===== config.mk =====
export PLATFORM = sky130hd
export DESIGN_NAME = mem_arbiter
export DESIGN_NICKNAME = d
export VERILOG_FILES = /design/src/rtl/mem_arbiter.sv
export SDC_FILE = /design/constraint.sdc
export NUM_CORES = 1
export LEC_CHECK = 0
export ABC_AREA = 1
export BUFFER_PORTS_ARGS = -buffer_cell sky130_fd_sc_hd__clkbuf_2
export CAP_MARGIN = 20
export CELL_PAD_IN_SITES_DETAIL_PLACEMENT = 1
export CELL_PAD_IN_SITES_GLOBAL_PLACEMENT = 2
export CORE_MARGIN = 2
export CORE_UTILIZATION = 27
export DETAILED_ROUTE_END_ITERATION = 6
export PLACE_DENSITY_LB_ADDON = 0.1
export SLEW_MARGIN = 0
export SYNTH_ARGS = -nofsm -noshare
export SYNTH_HDL_FRONTEND = slang
export SYNTH_SLANG_ARGS = --single-unit

===== constraint.sdc =====
create_clock -name clk -period 5.6 [get_ports clk]
set_input_delay 0.28 -clock clk [delete_from_list [all_inputs] [get_ports clk]]
set_output_delay 0.28 -clock clk [all_outputs]
set_load 0.05 [all_outputs]

===== src/rtl/mem_arbiter.sv =====
// mem_arbiter: shares one memory-controller request interface between an instruction-fetch
// port (i_*) and a load/store port (d_*).
//
// Requests are granted round-robin. Every request field is registered and held stable for
// the whole transaction. The controller is driven through the active-low mem_ce handshake.
// Read data, a one-cycle done pulse and a fault flag go back to the granted port. A watchdog
// aborts a transaction that stays busy for too long.
//
// Ports:
//   clk, reset        system clock; asynchronous active-high reset
//   i_req/i_addr      fetch request (held until i_done) and fetch address
//   i_rdata/i_done/i_fault   registered fetch data, completion pulse, fault qualifier
//   d_req/d_addr/d_funct3/d_wdata/d_we   load/store request fields
//   d_rdata/d_done/d_fault   registered load data, completion pulse, fault qualifier
//   mem_ce            active-low transaction enable to the controller
//   mem_addr/mem_funct3/mem_datain/mem_memwrite   registered request fields to the controller
//   mem_dataout/mem_busy/mem_valid/mem_fault      controller responses
module mem_arbiter #(
    parameter int unsigned TIMEOUT_CYCLES = 65535
) (
    input  logic        clk,
    input  logic        reset,
    input  logic        i_req,
    input  logic [31:0] i_addr,
    output logic [31:0] i_rdata,
    output logic        i_done,
    output logic        i_fault,
    input  logic        d_req,
    input  logic [31:0] d_addr,
    input  logic [2:0]  d_funct3,
    input  logic [31:0] d_wdata,
    input  logic        d_we,
    output logic [31:0] d_rdata,
    output logic        d_done,
    output logic        d_fault,
    output logic        mem_ce,
    output logic [31:0] mem_addr,
    output logic [2:0]  mem_funct3,
    output logic [31:0] mem_datain,
    output logic        mem_memwrite,
    input  logic [31:0] mem_dataout,
    input  logic        mem_busy,
    input  logic        mem_valid,
    input  logic        mem_fault
);

    localparam int unsigned TimerW = (TIMEOUT_CYCLES > 0) ? $clog2(TIMEOUT_CYCLES + 1) : 1;
    localparam logic [TimerW-1:0] TimerLast =
        (TIMEOUT_CYCLES > 0) ? TimerW'(TIMEOUT_CYCLES - 1) : '0;

    typedef enum logic [1:0] {StIdle, StIssue, StWait, StRelease} state_e;

    state_e state_q, state_d;

    // 1 = load/store port, 0 = fetch port
    logic last_grant_q, last_grant_d;
    logic owner_q, owner_d;
    logic [TimerW-1:0] timer_q, timer_d;

    logic        mem_ce_d, mem_memwrite_d;
    logic [31:0] mem_addr_d, mem_datain_d, i_rdata_d, d_rdata_d;
    logic [2:0]  mem_funct3_d;
    logic        i_done_d, i_fault_d, d_done_d, d_fault_d;

    // Completion is signalled by busy dropping; read-valid carries no extra information.
    logic unused_valid;
    assign unused_valid = mem_valid;

    // Round-robin: on contention the port that was not served last wins.
    logic grant_i, grant_d;
    assign grant_i = i_req & (~d_req | last_grant_q);
    assign grant_d = d_req & (~i_req | ~last_grant_q);

    logic wait_done, wait_timeout;
    assign wait_done    = (state_q == StWait) & ~mem_busy;
    assign wait_timeout = (TIMEOUT_CYCLES != 0) && (state_q == StWait) && mem_busy &&
                          (timer_q == TimerLast);

    // State register
    always_ff @(posedge clk or posedge reset) begin
        if (reset) begin
            state_q <= StIdle;
        end else begin
            state_q <= state_d;
        end
    end

    // Next-state logic
    always_comb begin
        state_d = state_q;
        unique case (state_q)
            StIdle:    if (grant_i | grant_d) state_d = StIssue;
            StIssue:   state_d = StWait;
            StWait:    if (wait_done | wait_timeout) state_d = StRelease;
            StRelease: state_d = StIdle;
            default:   state_d = StIdle;
        endcase
    end

    // Next values of the registered outputs and bookkeeping
    always_comb begin
        mem_ce_d       = mem_ce;
        mem_addr_d     = mem_addr;
        mem_funct3_d   = mem_funct3;
        mem_datain_d   = mem_datain;
        mem_memwrite_d = mem_memwrite;
        i_rdata_d      = i_rdata;
        d_rdata_d      = d_rdata;
        // done/fault default low so they pulse for exactly the RELEASE cycle
        i_done_d       = 1'b0;
        i_fault_d      = 1'b0;
        d_done_d       = 1'b0;
        d_fault_d      = 1'b0;
        last_grant_d   = last_grant_q;
        owner_d        = owner_q;
        timer_d        = timer_q;

        unique case (state_q)
            StIdle: begin
                if (grant_i) begin
                    mem_ce_d       = 1'b0;
                    mem_addr_d     = i_addr;
                    mem_funct3_d   = 3'b010;
                    mem_datain_d   = '0;
                    mem_memwrite_d = 1'b0;
                    owner_d        = 1'b0;
                    last_grant_d   = 1'b0;
                end else if (grant_d) begin
                    mem_ce_d       = 1'b0;
                    mem_addr_d     = d_addr;
                    mem_funct3_d   = d_funct3;
                    mem_datain_d   = d_wdata;
                    mem_memwrite_d = d_we;
                    owner_d        = 1'b1;
                    last_grant_d   = 1'b1;
                end
            end
            StIssue: begin
                timer_d = '0;
            end
            StWait: begin
                if (wait_done) begin
                    mem_ce_d = 1'b1;
                    if (owner_q) begin
                        d_done_d  = 1'b1;
                        d_fault_d = mem_fault;
                        if (!mem_memwrite) d_rdata_d = mem_dataout;
                    end else begin
                        i_done_d  = 1'b1;
                        i_fault_d = mem_fault;
                        if (!mem_memwrite) i_rdata_d = mem_dataout;
                    end
                end else if (wait_timeout) begin
                    mem_ce_d = 1'b1;
                    if (owner_q) begin
                        d_done_d  = 1'b1;
                        d_fault_d = 1'b1;
                    end else begin
                        i_done_d  = 1'b1;
                        i_fault_d = 1'b1;
                    end
                end else begin
                    timer_d = timer_q + 1'b1;
                end
            end
            StRelease: begin
                mem_ce_d = 1'b1;
            end
            default: begin
                mem_ce_d = 1'b1;
            end
        endcase
    end

    // Output and bookkeeping registers; reset drops mem_ce immediately to abandon any access
    always_ff @(posedge clk or posedge reset) begin
        if (reset) begin
            mem_ce       <= 1'b1;
            mem_addr     <= '0;
            mem_funct3   <= '0;
            mem_datain   <= '0;
            mem_memwrite <= 1'b0;
            i_rdata      <= '0;
            d_rdata      <= '0;
            i_done       <= 1'b0;
            i_fault      <= 1'b0;
            d_done       <= 1'b0;
            d_fault      <= 1'b0;
            last_grant_q <= 1'b1;
            owner_q      <= 1'b0;
            timer_q      <= '0;
        end else begin
            mem_ce       <= mem_ce_d;
            mem_addr     <= mem_addr_d;
            mem_funct3   <= mem_funct3_d;
            mem_datain   <= mem_datain_d;
            mem_memwrite <= mem_memwrite_d;
            i_rdata      <= i_rdata_d;
            d_rdata      <= d_rdata_d;
            i_done       <= i_done_d;
            i_fault      <= i_fault_d;
            d_done       <= d_done_d;
            d_fault      <= d_fault_d;
            last_grant_q <= last_grant_d;
            owner_q      <= owner_d;
            timer_q      <= timer_d;
        end
    end

endmodule

==> out/metrics.yaml <==
synth:
  synth.distinct_cells: 33
  synth_enable_flop_cells: 0
  yosys.cell_count.top_type: "nand2_1"
  synth_top_family_by_area: "simple AND/OR/NAND/NOR gates"
  syn_nets: 830
  synth_area_per_cell_um2: 9.52
  synthAdderAreaFrac: 0.0115
  synth-simple-area-share: 0.168
  netlist_instances: 685
  synth_xor_xnor_area_share: 0.0148
  synth_area_leaders: "dfrtp_1, nand2_1, a22o_1"
  yosys_warnings: 0
  muxShareOfSynthArea: 0
  netlist.area_leader.share: 0.595
  synth_seq_cells: 157
  synth_compound_area_frac: 0.145
  synth_top_area_cell: "dfrtp_1"
  synthArstFlopShare: 1.00
  seq_area_frac_synth: 0.603
  synth-main-ff-cell: "dfrtp_1"
  synth.cell_area_um2: 6520
  synthTopCellsByCount: "nand2_1, dfrtp_1, inv_1"
place:
  placed_area_um2: 8190
  gp_congestion: 0.724
  place_inst: 1251
  portBuffers: 274
  dp_hpwl_um: 14700
sta:
  setup_viol: 0
  slew_violations: 0
  finalHoldWorstSlack_ns: 0.0521
  tightest_slew_ns: 0.901
  fmax_mhz: 398
  slew_headroom: 0.399
  skew_ns: 0.0155
  finalCritPeriodShare: 0.449
  finalSetupTns_ns: 0
  fin_crit_ns: 2.51
  final-hold-violation-count: 0
  grt_setup_unrepaired: "no"
cts:
  cts_tree: "done"
  clkTransAtPathRegs_ns: 0.08
  cts_buffers: 17
  cts.sinks: 157
  clk_root_buffer_cell: "clkbuf_16"
  cts_buffer_depth: 2
  htreeDepth: 4
  clkLatencyLatePin_ns: 0.44
  post_cts_buffers: 0
  cts_resized: 0
final_layout:
  area_growth_pct: 35.3
  layout-drive-gt1-share: 0.343
  design_area_um2: 8820
  fin_nets: 1097
  fin_cells: 1286
setup_path:
  regToRegStartpoint: "last_grant_q"
  reg2reg_depth: 6
  cp.arrival_ns: 2.83
  end_kind: "register"
  critPathKind: "reg2reg"
  critPathMaxFanout: 36
  cp-startpoint: "last_grant_q"
  worst_setup_path_start_kind: "register"
  required_ns: 5.91
global_route:
  antenna_found_initial: 3
  grt.total_usage: 0.166
  grt_max_degree: 70
  overflow: 0
  grt_pass1_wl_um: 33100
  grt_pass1_vias: 5995
detailed_routing:
  ant_nets: 0
  vias: 5533
  wl_um: 20300
  vias_per_cell: 4.30
  dr.first_iter.drc_count: 249
  drc: 0
  first_pass_iters: 4
  wl_per_cell_um: 15.8
floorplan:
  rows: 56
  ios: 276
  start_util: 0.276
  core_area_um2: 23600
  die_w_um: 159
  die_h_um: 159
  die_area_um2: 25400
power:
  ir_drop_mv: 0.265
  p_leak_uw: 0.00463
  power_density_nw_per_um2: 689
  p_total_uw: 6080
outcome:
  status: "completed"
worst_hold_path:
  worstHoldPathCells: 2
  hold_path_class: "in2reg"
  worstHoldStart: "d_wdata[26]"
run:
  cap_violations: 0
-- registers in the layout (all words and copies together), names as in the netlist, 2 cells and up --
name and cells:
d_rdata 32, i_rdata 32, mem_addr 32, mem_datain 32, mem_funct3 3, state_q 2
timer_q 16
-- final cells by class --
type,count,area (um^2)
flip-flops and latches,157,3930
multi-input cells,436,2210
inverters,58,223
diodes,2,5.00
well taps,319,399
clock buffers,17,425
clock inverters,15,198
fillers,2825,14800
repair buffers,282,1430
-- worst paths after layout --
check / endpoint / slack [ns]
min in group asynchronous: timer_q[10] / 0.40
max reg2reg: mem_funct3[1] / 3.09
min reg2reg: mem_ce / 0.47
max: mem_funct3[1] / 3.09
max in group asynchronous: i_rdata[7] / 3.95
min: mem_datain[26] / 0.05
-- worst max-delay path: stages (launching register included) --
cell and delay, ns:
dfstp_2 0.39, o21ai_2 0.12, buf_4 0.36, inv_2 0.37, nor2_4 0.75, inv_1 0.19, o22a_1 0.21
-- cell families (layout without fill, tap and decap cells) --
kind of cell / after synthesis / in the layout
AO/OA/AOI/OAI: 152 / 152
XOR/XNOR: 11 / 11
adder cells (fa/ha/maj): 6 / 6
buffers and inverters: 92 / 372
flip-flops: 157 / 157
other: 0 / 2
AND/OR/NAND/NOR: 267 / 267
-- power breakdown --
group	total, uW	leakage [uW]	switching [uW]	internal, uW
sequential	1850	0.00196	258	1600
combinational	3020	0.00238	2350	672
clock	1210	0.000296	564	647
total	6080	0.00463	3170	2920
-- layer usage --
metal	GRT usage	vias up	share of wire
li1	-	2781	-
met1	0.203	2571	0.43
met2	0.273	164	0.48
met3	0.0636	17	0.081
met4	0.0517	0	0.014
met5	0	-	0
-- per-stage QoR --
step                 util  setup WS (ns)
floorplan               -           1.09
global route        0.374           2.84
detailed placement  0.347           2.99
finish              0.374           3.09
CTS                 0.373           3.00
global placement    0.347           2.94
-- cells in the final DEF, fill, tap and decap left out, types with 2 or more instances in the layout --
master      instances
buf_4               7
a21oi_1             2
a22o_1             34
clkinvlp_4          2
nand4_1             4
nand2_1           188
nand3_1            13
dfrtp_1           155
o21ai_1            38
diode_2             2
inv_6               4
inv_2               4
clkbuf_2          274
nor2_4              2
ha_1                6
inv_8               4
nor3_2              2
nor2_1             50
a31oi_1            32
clkinv_8            5
dfstp_2             2
nand3_2             2
xor2_1              5
clkbuf_16          17
inv_1              53
xnor2_1             6
o21ai_0            42
-- timing repair --
item / CTS / global route
endpoints found under the hold margin: 36 / 0
hold buffers: 1 / 0
endpoints found under the setup margin: 0 / 0
Note: power is estimated with default switching activity, not from simulation.
